**config.mk**
```make
export PLATFORM = sky130hd
export DESIGN_NAME = pipe_stall_ctrl
export DESIGN_NICKNAME = d
export VERILOG_FILES = /design/src/rtl/pipe_stall_ctrl.sv
export SDC_FILE = /design/constraint.sdc
export NUM_CORES = 1
export LEC_CHECK = 0
export ABC_AREA = 1
export ABC_CLOCK_PERIOD_IN_PS = 1800
export BUFFER_PORTS_ARGS = -buffer_cell sky130_fd_sc_hd__buf_4
export CELL_PAD_IN_SITES_DETAIL_PLACEMENT = 2
export CELL_PAD_IN_SITES_GLOBAL_PLACEMENT = 2
export CORE_AREA = 2 2 83 85
export CTS_CLUSTER_DIAMETER = 50
export DETAILED_ROUTE_END_ITERATION = 10
export DIE_AREA = 0 0 85 87
export PLACE_DENSITY = 0.82
export REMOVE_ABC_BUFFERS = 1
export SETUP_SLACK_MARGIN = 0.02
export SLEW_MARGIN = 0
export SYNTH_ARGS = -nofsm -noshare
export SYNTH_HDL_FRONTEND = slang
export SYNTH_SLANG_ARGS = --single-unit
```
**constraint.sdc**
```tcl
create_clock -name clock -period 1.8 [get_ports clock]
set_clock_uncertainty 0.2 [all_clocks]
set_input_delay 0.27 -clock clock [delete_from_list [all_inputs] [get_ports clock]]
set_output_delay 0.27 -clock clock [all_outputs]
set_load 0.005 [all_outputs]
```
**src/rtl/pipe_stall_ctrl.sv**
```systemverilog
// Pipeline stall/flush controller: load-use interlock, taken-branch flush,
// and a multicycle multiply/divide sequencer with a 63-cycle timeout.
module pipe_stall_ctrl (
  input  logic        clock,
  input  logic        reset,
  input  logic [31:0] fd_ir,
  input  logic [31:0] dx_ir,
  input  logic        branch_taken,
  input  logic        md_ready,
  input  logic        md_exception,
  output logic        pc_en,
  output logic        fd_en,
  output logic        dx_en,
  output logic        xm_en,
  output logic        mw_en,
  output logic        fd_flush,
  output logic        dx_flush,
  output logic        md_ctrl_mult,
  output logic        md_ctrl_div,
  output logic        md_ir_en,
  output logic        md_p_en,
  output logic        md_sel,
  output logic        md_ex,
  output logic        md_busy,
  output logic [5:0]  md_cycles
);

  localparam int unsigned CNT_W    = 6;
  localparam int unsigned FIELD_W  = 5;
  localparam logic [CNT_W-1:0]   CNT_MAX   = CNT_W'(63);
  localparam logic [FIELD_W-1:0] OP_ALU    = FIELD_W'(5'b00000);
  localparam logic [FIELD_W-1:0] OP_LW     = FIELD_W'(5'b01000);
  localparam logic [FIELD_W-1:0] ALU_MULT  = FIELD_W'(5'b00110);
  localparam logic [FIELD_W-1:0] ALU_DIV   = FIELD_W'(5'b00111);

  typedef enum logic [1:0] {
    IDLE  = 2'd0,
    START = 2'd1,
    WAIT  = 2'd2,
    DONE  = 2'd3
  } state_e;

  state_e           state_q, state_d;
  logic [CNT_W-1:0] cnt_q, cnt_d;
  logic [CNT_W-1:0] md_cycles_q, md_cycles_d;
  logic             md_ex_q, md_ex_d;

  logic [FIELD_W-1:0] dx_op, dx_alu, dx_rd, fd_rs, fd_rt;
  logic               dx_is_mult, dx_is_div, dx_is_lw, load_use;

  // Field extraction and instruction classification
  assign dx_op  = dx_ir[31:27];
  assign dx_rd  = dx_ir[26:22];
  assign dx_alu = dx_ir[6:2];
  assign fd_rs  = fd_ir[21:17];
  assign fd_rt  = fd_ir[16:12];

  assign dx_is_mult = (dx_op == OP_ALU) && (dx_alu == ALU_MULT);
  assign dx_is_div  = (dx_op == OP_ALU) && (dx_alu == ALU_DIV);
  assign dx_is_lw   = (dx_op == OP_LW);
  assign load_use   = dx_is_lw && (dx_rd != '0) &&
                      ((fd_rs == dx_rd) || (fd_rt == dx_rd));

  // Fields this controller never looks at
  logic unused_ir_bits;
  assign unused_ir_bits = ^{fd_ir[31:22], fd_ir[11:0], dx_ir[21:7], dx_ir[1:0]};

  // State, latency counter and result flags; reset aborts any operation
  always_ff @(posedge clock or posedge reset) begin
    if (reset) begin
      state_q     <= IDLE;
      cnt_q       <= '0;
      md_cycles_q <= '0;
      md_ex_q     <= 1'b0;
    end else begin
      state_q     <= state_d;
      cnt_q       <= cnt_d;
      md_cycles_q <= md_cycles_d;
      md_ex_q     <= md_ex_d;
    end
  end

  // Next-state and combinational enables/flushes/pulses
  always_comb begin
    state_d      = state_q;
    cnt_d        = cnt_q;
    md_cycles_d  = md_cycles_q;
    md_ex_d      = md_ex_q;
    pc_en        = 1'b1;
    fd_en        = 1'b1;
    dx_en        = 1'b1;
    xm_en        = 1'b1;
    mw_en        = 1'b1;
    fd_flush     = 1'b0;
    dx_flush     = 1'b0;
    md_ctrl_mult = 1'b0;
    md_ctrl_div  = 1'b0;
    md_ir_en     = 1'b0;
    md_p_en      = 1'b0;
    md_sel       = 1'b0;
    md_busy      = 1'b0;

    unique case (state_q)
      IDLE: begin
        if (branch_taken) begin
          fd_flush = 1'b1;
          dx_flush = 1'b1;
        end else if (dx_is_mult || dx_is_div) begin
          state_d = START;
        end else if (load_use) begin
          pc_en    = 1'b0;
          fd_en    = 1'b0;
          dx_flush = 1'b1;
        end
      end
      START: begin
        pc_en        = 1'b0;
        fd_en        = 1'b0;
        dx_en        = 1'b0;
        xm_en        = 1'b0;
        md_busy      = 1'b1;
        md_ctrl_mult = dx_is_mult;
        md_ctrl_div  = dx_is_div;
        md_ir_en     = 1'b1;
        cnt_d        = '0;
        md_ex_d      = 1'b0;
        state_d      = WAIT;
      end
      WAIT: begin
        pc_en   = 1'b0;
        fd_en   = 1'b0;
        dx_en   = 1'b0;
        xm_en   = 1'b0;
        md_busy = 1'b1;
        if (md_ready) begin
          md_p_en     = 1'b1;
          md_ex_d     = md_exception;
          md_cycles_d = cnt_q;
          state_d     = DONE;
        end else if (cnt_q == CNT_MAX) begin
          md_p_en     = 1'b1;
          md_ex_d     = 1'b1;
          md_cycles_d = cnt_q;
          state_d     = DONE;
        end else begin
          cnt_d = cnt_q + CNT_W'(1);
        end
      end
      DONE: begin
        md_sel  = 1'b1;
        state_d = IDLE;
      end
      default: state_d = IDLE;
    endcase
  end

  assign md_cycles = md_cycles_q;
  assign md_ex     = md_ex_q;

endmodule

```
* Word level (Yosys, flattened, before mapping)
Index checks and enable logic that the tools add are counted.
** Word-level totals
- Word-level logic and storage cells :: 67
- Bits in registers :: 15
- Memory bits (writable) :: 0
- Bits in read-only memories :: 0
- Input bits :: 69
- Memories :: 0
- Bits in latches :: 0
** Operators by class
- Bitwise logic cells :: 0
- Equal/unequal tests :: 14
- Div/mod/pow operators :: 0
- Shift operators :: 0
- $mul :: 0
- $add $sub $neg :: 1
- $lt $le $gt $ge :: 0
- Reductions and logical operators :: 16
- Mux-type cells :: 32
** Operator list (count)
- two-way mux 6 bit :: 4
- two-way mux 1 bit :: 20
- one-hot mux 6 bit (2 select lines) :: 1
- == test 5 x 3 -> 1 bit (second input constant) :: 2
- == test 5 bit :: 2
- two-way mux 2 bit :: 4
- != test 2 bit (second input constant) :: 4
- one-hot mux 2 bit (4 select lines) :: 1
- adder 6 x 1 -> 6 bit (second input constant) :: 1
- == test 6 bit (second input constant) :: 1
- AND reduction 3 bit :: 2
- == test 5 x 4 -> 1 bit (second input constant) :: 1
- zero test 5 bit :: 1
- nonzero test 5 bit :: 1
- == test 2 bit (second input constant) :: 2
- logical AND 1 bit :: 4
- one-hot mux 1 bit (2 select lines) :: 2
- AND reduction 2 bit :: 2
- nonzero test 2 bit :: 2
- != test 3 bit (second input constant) :: 1
- == test 2 x 1 -> 1 bit (second input constant) :: 1
- zero test 2 bit :: 1
- logical OR 1 bit :: 2
- OR reduction 2 bit :: 1

* Logic depth before layout (Yosys ltp)
Gate-level depths: netlist (run 1).
- Depth in word-level cells :: 7
- Gate-level depth with buffers :: 10
- Depth with buffers taken out :: 9

* Worst setup path after synthesis (run 1)
OpenSTA, ideal clock, no wires.
- Path type :: register to output
- Start :: register state_q[0]
- End :: output port pc_en
- Path buffers :: 1
- Slack :: 0.152 ns
- Cell stages (with the launch flop) :: 8
- Arrival time :: 1.178 ns
- Cells stage by stage :: dfrtp_1 > inv_1 > ha_1 > nand2_1 > inv_1 > nor2_1 > nand2_1 > buf_4
** On the way
- Cells in the longest elaborated chain, start to end :: 3
** Ends and longest elaborated chain
- start, declared :: line 43 : state_e state_q, state_d;
- start signal, assigned :: line 76 : state_q <= state_d;
- == test 2 bit or == test 2 x 1 -> 1 bit (tied branches)
- OR reduction 2 bit (no line)
- one-hot mux 1 bit (2 select lines) *
- end, declared :: line 11 : output logic pc_en,
Every way passes the cells marked *; elsewhere a longest branch is shown, timed or not.

* Worst setup path in the final report (run 1)
- Start :: register cnt_q[0]
- End :: output port md_p_en
** On the way
- Cells in the longest elaborated chain, start to end :: 4
** Ends and longest elaborated chain
- start, declared :: line 44 : logic [CNT_W-1:0] cnt_q, cnt_d;
- start signal, assigned :: line 77 : cnt_q <= cnt_d;
- == test 6 bit :: line 140 : end else if (cnt_q == CNT_MAX) begin
- two-way mux 1 bit :: line 140
- two-way mux 1 bit :: line 135 : if (md_ready) begin
- two-way mux 1 bit :: line 103 : unique case (state_q)
- end, declared :: line 21 : output logic md_p_en,
Every way passes these cells.

==> impl_metrics.toml, run 1 <==
[logic_synthesis]
syn-cell-area_um2 = 1130
synth_area_per_cell_um2 = 6.88
synth_top_area_share_pct = 33.1
synth_edf_count = 0
syn_inst = 165
synth_seq_cells = 15
synthTopCellsByArea = "dfrtp_1, nand2_1, inv_1, ha_1, nor2_1"
synth_flop_cell = "dfrtp_1"
async_reset_ff_share_pct = 100
ys_seq_area_share_pct = 33.1
yosys.area.top_type = "dfrtp_1"
synth.distinct_cells = 24
ys_warn_count = 0

[worst_setup_path]
reg2regPathDepth = 10
rr_startpoint = "cnt_q[0]$_DFFE_PP0P_"
worstPathMaxFanout = 2
cp.arrival_ns = 1.33
critical_path_class = "register to primary output"
cp.required_ns = 1.33
timing.rr.end = "md_cycles[0]$_DFFE_PP0P_"
end_kind = "primary output"
ff2ff_setup_slack_ns = 0.09
cp-start-kind = "register"

[routing]
wire_per_inst_um = 12.9
initialDrtViolationCount = 29
viasPerCell = 4.04
drt-total-wl_um = 4050
vias = 1274
ant_nets = 0
drt-pass1-iter-count = 3
drc = 0

[place]
place_ws_ns = 0.0706
globalplace.congestion = 0.749
dpl_cell_area_um2 = 1570
place_hpwl_um = 2990
dp.cells = 291
port_buffers = 48

[global_routing]
grt_overflow = 0
grt_use_met3_pct = 0.569
grt.busiest_layer = "met2"
grt_pass1_vias = 1416
antenna_found_initial = 0
gr-usage-all-layers_pct = 10.7
grtUsageMet2_pct = 21.5
grt_max_degree = 16
grt_pass1_wl_um = 6380
use_met1_pct = 11.7

[final_layout]
final_common_cell = "buf_4"
layout-drive-gt1-share_pct = 46.0
n_fill_cell = 778
antennaDiodeCount = 0
final_cell_mix = "buf_4, nand2_1, inv_1"
area_growth_pct = 65.3
instances_no_fill = 315
finish.net_count = 311
stdcell_area_um2 = 1880

[clock_tree]
clk_pin_slew_ns = 0.07
cts_buffers = 3
cts_root_buf = "clkbuf_8"
cts_tree = "built"
cts_sinks = 15
clkLatencyLatePin_ns = 0.26
clock_path_buffers = 2
htree_num_levels = 1

[sta]
tightestPinTransition_ns = 0.607
hold_viol = 0
drv_slew = 0
hold-worst-slack_ns = 0.0535
finalSetupTns_ns = -0.00354
fin_ws_ns = -0.00354
finalSetupViolations = 1
period_share_pct = 100
rsz0062_at_grt = "true"
slew_headroom_pct = 59.5
maxClockFrequency_ghz = 0.554
post-route-min-period_ns = 1.80

[floorplan]
die_area_um2 = 7400
die_w_um = 85
pin_count = 89
fp.dieH_um = 87
num_rows = 30
coreArea_um2 = 6570
initial_core_util_pct = 17.3

[worst_hold_path]
hold_depth = 3
worstHoldStart = "md_exception"
hp-class = "input pin to register"
min_to = "md_ex$_DFFE_PP0P_"

[pwr]
ir_drop_v = 0.000589
power_density_nw_per_um2 = 1100
power.leakage_uw = 0.00103

[run]
drv_cap = 0

[status]
violations = "setup timing"
status = "finished, violations left"
[power by group]
part	switching, uW	internal, uW	total (uW)
sequential	55.1	404	459
combinational	632	671	1300
clock	144	154	298
[sequential cells by signal, indices dropped and copies added, names as in the netlist]
signal,count
cnt_q,6
md_cycles,6
md_ex,1
state_q,2
[metrics by stage]
| step | utilization [%] | total power [uW] |
|---|---|---|
| 3_3_place_gp | 23.9 | 1410 |
| 6_report | 28.6 | 2060 |
| 5_1_grt | 28.6 | 2240 |
| 4_1_cts | 27.3 | 1950 |
| 2_1_floorplan | - | 938 |
| 3_5_place_dp | 23.9 | 1450 |
[critical path, cell delays in order, from the launching register on]
cell,delay [ns]
dfrtp_1,0.42
ha_4,0.19
nand2_4,0.08
inv_4,0.04
nand3_2,0.06
nand2_2,0.06
nand2_4,0.07
inv_4,0.04
buf_6,0.10
[worst max-delay path by stage]
stage	start	end	slack, ns	cells past startpoint
5_1_grt	cnt_q[0]$_DFFE_PP0P_	md_p_en	-0.08	8
6_report	cnt_q[0]$_DFFE_PP0P_	md_p_en	-0.004	8
3_3_place_gp	cnt_q[0]$_DFFE_PP0P_	cnt_q[2]$_DFFE_PP0P_	0.12	8
2_1_floorplan	cnt_q[0]$_DFFE_PP0P_	md_ex$_DFFE_PP0P_	0.09	9
4_1_cts	state_q[0]$_DFFE_PP0P_	md_ctrl_mult	-0.02	5
3_5_place_dp	state_q[0]$_DFFE_PP0P_	pc_en	0.07	7
[cell usage after synthesis (2+ instances only)]
| master | instances |
|---|---|
| nand3_2 | 2 |
| buf_4 | 3 |
| nand2_1 | 42 |
| ha_1 | 6 |
| nand3_1 | 6 |
| nand4_1 | 3 |
| nor2_1 | 20 |
| a21oi_1 | 3 |
| o21ai_1 | 6 |
| dfrtp_1 | 15 |
| o21ai_2 | 6 |
| inv_1 | 29 |
| nor3_1 | 4 |
| buf_6 | 2 |
| xnor2_1 | 2 |
| nand2_2 | 8 |
[logic make-up after synthesis]
family                     synth area share, %
and+or+nand+nor                           35.6
buffers and inverters                     14.2
AOI/OAI and AO/OA                         8.60
DFF                                       33.1
adders and majority gates                 6.62
xor gates and xnor gates                  1.54
other                                    0.330
[layout make-up]
class / instances / area, um^2 / area share [%]
multi-input combinational: 114 / 682 / 36.4
timing repair buffer: 71 / 551 / 29.4
sequential: 15 / 375 / 20.0
inverter: 31 / 121 / 6.47
tap: 80 / 100 / 5.34
clock buffer: 3 / 41.3 / 2.20
clock inverter: 1 / 5.00 / 0.267
[repair_timing]
action / CTS / global route
endpoints found under the hold margin: 15 / 0
endpoints found under the setup margin: 10 / 23
pin swaps: 4 / 5
gates resized for setup: 13 / 16
hold buffers: 1 / 0
buffers inserted: 17 / 3
[layer usage]
layer  wire (um)  vias to the layer above  share of wire, %
met5           0                        -                 0
li1            -                      636                 -
met1        1620                      612                40
met3          81                        7               2.0
met4          63                        0               1.6
met2        2290                       19                56
Note: power is estimated with default switching activity, not from simulation.
==> inputs of run 2 (changes only) <==
Settings changed: ABC_CLOCK_PERIOD_IN_PS 1800 to 1580, CORE_AREA 2 2 83 85 to 2 2 88 90, DIE_AREA 0 0 85 87 to 0 0 90 92, PLACE_DENSITY 0.82 to 0.77.
Clock period 1.8 ns to 1.58 ns, I/O delays scaled along.
==> run 2 against run 1 <==
  * The run still ends with setup timing left
  * Via count rose by 4.1%
  * Non-clock buffer count rose by 1
  * Wire length rose by 2.0%
  * Design area rose by 11%
  * Clock power rose by 12%
  * Sequential share of layout area fell by 1.9 points
  * Global-route usage fell by 1.1 points
  * Critical path depth did not move
  * Die area rose by 12%
  * Sequential power rose by 17%
==> impl_metrics.toml, run 2 (synthesis gave the netlist of run 1 again) <==
[status]
status = "finished, violations left"
violations = "setup timing"

[worst_setup_path]
cp.arrival_ns = 1.35
cp.required_ns = 1.14
critical_path_class = "register to primary output"
cp-start-kind = "register"
worstPathMaxFanout = 2
end_kind = "primary output"

[sta]
fin_ws_ns = -0.206
tightestPinTransition_ns = 0.628
maxClockFrequency_ghz = 0.560
period_share_pct = 113
rsz0062_at_grt = "true"
hold-worst-slack_ns = 0.0229
post-route-min-period_ns = 1.79
finalSetupViolations = 25
drv_slew = 0
slew_headroom_pct = 58.1
hold_viol = 0

[routing]
drt-total-wl_um = 4130
vias = 1326
ant_nets = 0
viasPerCell = 3.91
initialDrtViolationCount = 15
wire_per_inst_um = 12.2
drc = 0
drt-pass1-iter-count = 3

[floorplan]
pin_count = 89
fp.dieH_um = 92
die_area_um2 = 8280
initial_core_util_pct = 15.2
coreArea_um2 = 7450
die_w_um = 90
num_rows = 32

[pwr]
seq_power_share_pct = 19.6
internal_power_uw = 1620
pwr-share-clk_pct = 12.2
power_density_nw_per_um2 = 1310
p_sw_uw = 1110
p_sw_share_pct = 40.6
ir_drop_v = 0.000653
combPwrFrac_pct = 68.2
power.leakage_uw = 0.00106

[place]
port_buffers = 48
globalplace.congestion = 0.699
place_hpwl_um = 2930

[global_routing]
grt_overflow = 0
grt_pass1_vias = 1477
antenna_found_initial = 0
grt_pass1_wl_um = 6680
grt_max_degree = 16
gr-usage-all-layers_pct = 9.59

[clock_tree]
cts_buffers = 3
clk_pin_slew_ns = 0.06
clock_path_buffers = 2
cts_sinks = 15
cts_root_buf = "clkbuf_8"
clkLatencyLatePin_ns = 0.26
htree_num_levels = 1
cts_tree = "built"

[worst_hold_path]
hp-class = "input pin to register"

[final_layout]
final_common_cell = "buf_4"
antennaDiodeCount = 0
area_growth_pct = 83.4
layout-drive-gt1-share_pct = 54.9
finish.net_count = 313
final_cell_mix = "buf_4, nand2_1, inv_1"
post-route-util_pct = 27.9

[run]
drv_cap = 0
==> run 2: cell count changes in the layout (fill, tap and decap cells not counted), sizes merged <==
cell / delta
nand3: +1
clkbuf: +2
clkinv: -1
==> run 2: metrics by stage <==
| stage | area (um^2) | setup slack [ns] | TNS (ns) | cells | power, uW |
|---|---|---|---|---|---|
| 4_1_cts | 1830 | -0.237 | -2.83 | 330 | 2340 |
| 3_5_place_dp | 1670 | -0.145 | -0.999 | 322 | 1790 |
| 2_1_floorplan | 1090 | -0.128 | -0.197 | 160 | 1070 |
| 5_1_grt | 2080 | -0.260 | -4.34 | 339 | 2960 |
| 3_3_place_gp | 1670 | -0.0851 | -0.203 | 322 | 1730 |
| 6_report | 2080 | -0.206 | -2.64 | 339 | 2740 |
==> run 2: worst paths after layout <==
kind	to	startpoint	slack (ns)	depth (start not counted)
worst min register to register	md_cycles[5]$_DFFE_PP0P_	md_cycles[5]$_DFFE_PP0P_	0.31	2
worst max register to register	cnt_q[5]$_DFFE_PP0P_	cnt_q[0]$_DFFE_PP0P_	-0.09	9
worst min-delay path	md_ex$_DFFE_PP0P_	md_exception	0.02	3
max in group asynchronous	state_q[0]$_DFFE_PP0P_	reset	0.31	3
min in group asynchronous	cnt_q[3]$_DFFE_PP0P_	reset	0.42	3
worst max-delay path	md_p_en	cnt_q[0]$_DFFE_PP0P_	-0.21	8
==> run 2: cell type report <==
class	instances	area, um^2
multi-input cells	115	795
flip-flops and latches	15	377
inverters	31	126
clock buffers	4	45.0
repair buffers	72	611
well taps	102	128
fillers	910	5370
==> run 2: timing repair <==
item,4_1_cts,5_1_grt
pin swaps,6,9
hold buffers,1,0
cloned,0,2
resized for setup,28,43
setup endpoints to repair,26,27
setup buffers,3,8
hold endpoints to repair,15,0
==> run 2: layer usage <==
metal  share of wire, %  GRT usage [%]
met3                3.5          0.986
met1                 40           11.3
met5                  0              0
met4                1.5           3.08
met2                 55           18.1
==> run 2: critical path, cell delays in order, from the launching register on <==
cell,delay [ns]
dfrtp_1,0.40
ha_2,0.21
nand2_2,0.08
inv_2,0.05
nand3_4,0.07
nand2_4,0.06
nand2_4,0.08
inv_4,0.04
buf_6,0.10
==> run 2: power groups by stage <==
stage                     registers [uW]  logic [uW]  clock network (uW)
after detailed placement             525        1260                   0
after global placement               516        1220                   0
after floorplan                      519         550                   0
after global routing                 548        2060                 351
final                                537        1870                 333
after CTS                            529        1480                 336
==> inputs of run 3 (changes only) <==
Settings changed: TNS_END_PERCENT from default to 1.
==> run 3 against run 2 <==
  * The flow still finishes with violations (setup timing)
  * Count of clock-buffer cells in the layout unchanged
  * Sequential power decreased by 3%
  * Via count decreased by 2.8%
  * Non-clock buffer count decreased by 5
  * Combinational power decreased by 17%
  * Global-route usage decreased by 0.12 points
  * Worst setup slack improved by 0.010 ns
  * Register-to-register slack got worse by 0.10 ns
  * Design area decreased by 9.0%
  * Highest routed layer unchanged
==> impl_metrics.toml, run 3 (synthesis gave the netlist of run 1 again) <==
[final_layout]
multiInputGateArea_um2 = 687
layout-drive-gt1-share_pct = 48.1
antennaDiodeCount = 0
instances_no_fill = 333
finish.net_count = 307
final-seq-area_um2 = 375
n_fill_cell = 925
area_growth_pct = 66.8
post-route-util_pct = 25.4
final_common_cell = "buf_4"
stdcell_area_um2 = 1890
final_cell_mix = "buf_4, nand2_1, inv_1"

[global_routing]
grt_pass1_wl_um = 6610
grt_max_degree = 16
gr-usage-all-layers_pct = 9.47
antenna_found_initial = 0
grt_overflow = 0
grt_pass1_vias = 1471

[floorplan]
die_w_um = 90
fp.dieH_um = 92
pin_count = 89
num_rows = 32
coreArea_um2 = 7450
die_area_um2 = 8280
initial_core_util_pct = 15.2

[sta]
period_share_pct = 112
drv_slew = 0
tightestPinTransition_ns = 0.621
post-route-min-period_ns = 1.78
finalSetupTns_ns = -2.62
slew_headroom_pct = 58.5
fin_ws_ns = -0.196
maxClockFrequency_ghz = 0.563
hold_viol = 0
rsz0062_at_grt = "true"
finalSetupViolations = 19

[status]
violations = "setup timing"
status = "finished, violations left"

[pwr]
ir_drop_v = 0.000653
p_sw_share_pct = 38.9
power_density_nw_per_um2 = 1270
pwr-share-clk_pct = 13.4
combPwrFrac_pct = 64.8
p_sw_uw = 932
seq_power_share_pct = 21.8
internal_power_uw = 1460
power.leakage_uw = 0.000987

[worst_setup_path]
cp.required_ns = 1.14
cp-start-kind = "register"
end_kind = "primary output"
cp_common_cell = "nand2_2"
crit_path_start = "cnt_q[0]$_DFFE_PP0P_"
critical_path_class = "register to primary output"
cp_slowest_cell = "dfrtp_1"
cp_cell_sequence = "ha_2, nand2_2, inv_2, nand3_4, nand2_2, nand2_2, inv_4, buf_6"
ff2ff_setup_slack_ns = -0.19
critical-path-max-stage-delay_ns = 0.40
cp.arrival_ns = 1.34
worstPathMaxFanout = 2
rr_startpoint = "cnt_q[0]$_DFFE_PP0P_"

[routing]
wire_per_inst_um = 10.9
initialDrtViolationCount = 20
drt-total-wl_um = 3630
drc = 0
viasPerCell = 3.87
vias = 1289
ant_nets = 0
drt-pass1-iter-count = 2

[place]
dpl_cell_area_um2 = 1670
port_buffers = 48
globalplace.congestion = 0.699
dp.cells = 322
place_hpwl_um = 2930

[clock_tree]
cts_sinks = 15
clkLatencyLatePin_ns = 0.25
cts_root_buf = "clkbuf_8"
cts_tree = "built"
cts_buffers = 3
htree_num_levels = 1
clk_pin_slew_ns = 0.06
clock_path_buffers = 2

[worst_hold_path]
worstHoldStart = "md_exception"
hp-class = "input pin to register"

[run]
drv_cap = 0
## run 3: cell types whose count changed in the layout (fill, tap and decap cells not counted), sizes merged
cell and change:
clkbuf -1, buf -4, nand3 -1
## run 3: final cells by class
cell class | instances | area share (%)
Multi-Input combinational cell | 114 | 36.3
Tap cell | 102 | 6.74
Sequential cell | 15 | 19.8
Inverter | 31 | 6.41
Timing Repair Buffer | 67 | 28.4
Clock buffer | 4 | 2.38
## run 3: path summary, 6_finish.rpt
path | endpoint | cells after the start
setup / recovery | md_p_en | 8
hold / removal | md_ex$_DFFE_PP0P_ | 3
setup reg to reg | md_cycles[0]$_DFFE_PP0P_ | 11
hold reg to reg | md_cycles[3]$_DFFE_PP0P_ | 2
max in group asynchronous | md_ex$_DFFE_PP0P_ | 3
min in group asynchronous | md_cycles[2]$_DFFE_PP0P_ | 3
## run 3: metal layers
metal / global-route usage, % / part of all wire [%] / vias to the layer above / wire [um]
met3: 0.986 / 3.9 / 4 / 140
met4: 3.08 / 1.3 / 0 / 47
li1: - / - / 631 / -
met1: 11.0 / 42 / 621 / 1510
met2: 18.0 / 53 / 33 / 1930
met5: 0 / 0 / - / 0
## run 3: critical path, delay by kind of cell (launching register included)
| family | cells | cell delay (ns) |
|---|---|---|
| adder cells (fa/ha/maj) | 1 | 0.20 |
| buffers and inverters | 3 | 0.19 |
| flip-flops | 1 | 0.40 |
| AND/OR/NAND/NOR | 4 | 0.30 |
## run 3: what timing repair did
action | 4_1_cts | 5_1_grt
setup endpoints to repair | 26 | 27
endpoints found under the hold margin | 15 | 0
pin swaps | 5 | 3
gates resized for setup | 19 | 21
hold buffers | 1 | 0
setup buffers | 2 | 4
## run 3: power by group through the flow
stage               registers [uW]  clock network [uW]  logic [uW]
global route                   532                 347        1750
floorplan                      519                   0         550
finish                         522                 321        1550
detailed placement             525                   0        1260
CTS                            521                 336        1410
global placement               516                   0        1220
## run 3: stage by stage
step / hold slack, ns / total power (uW) / setup slack, ns
floorplan: -0.0615 / 1070 / -0.128
global placement: 0.145 / 1730 / -0.0851
detailed placement: 0.167 / 1790 / -0.145
finish: 0.0420 / 2400 / -0.196
CTS: 0.0429 / 2260 / -0.240
global route: 0.0678 / 2630 / -0.276
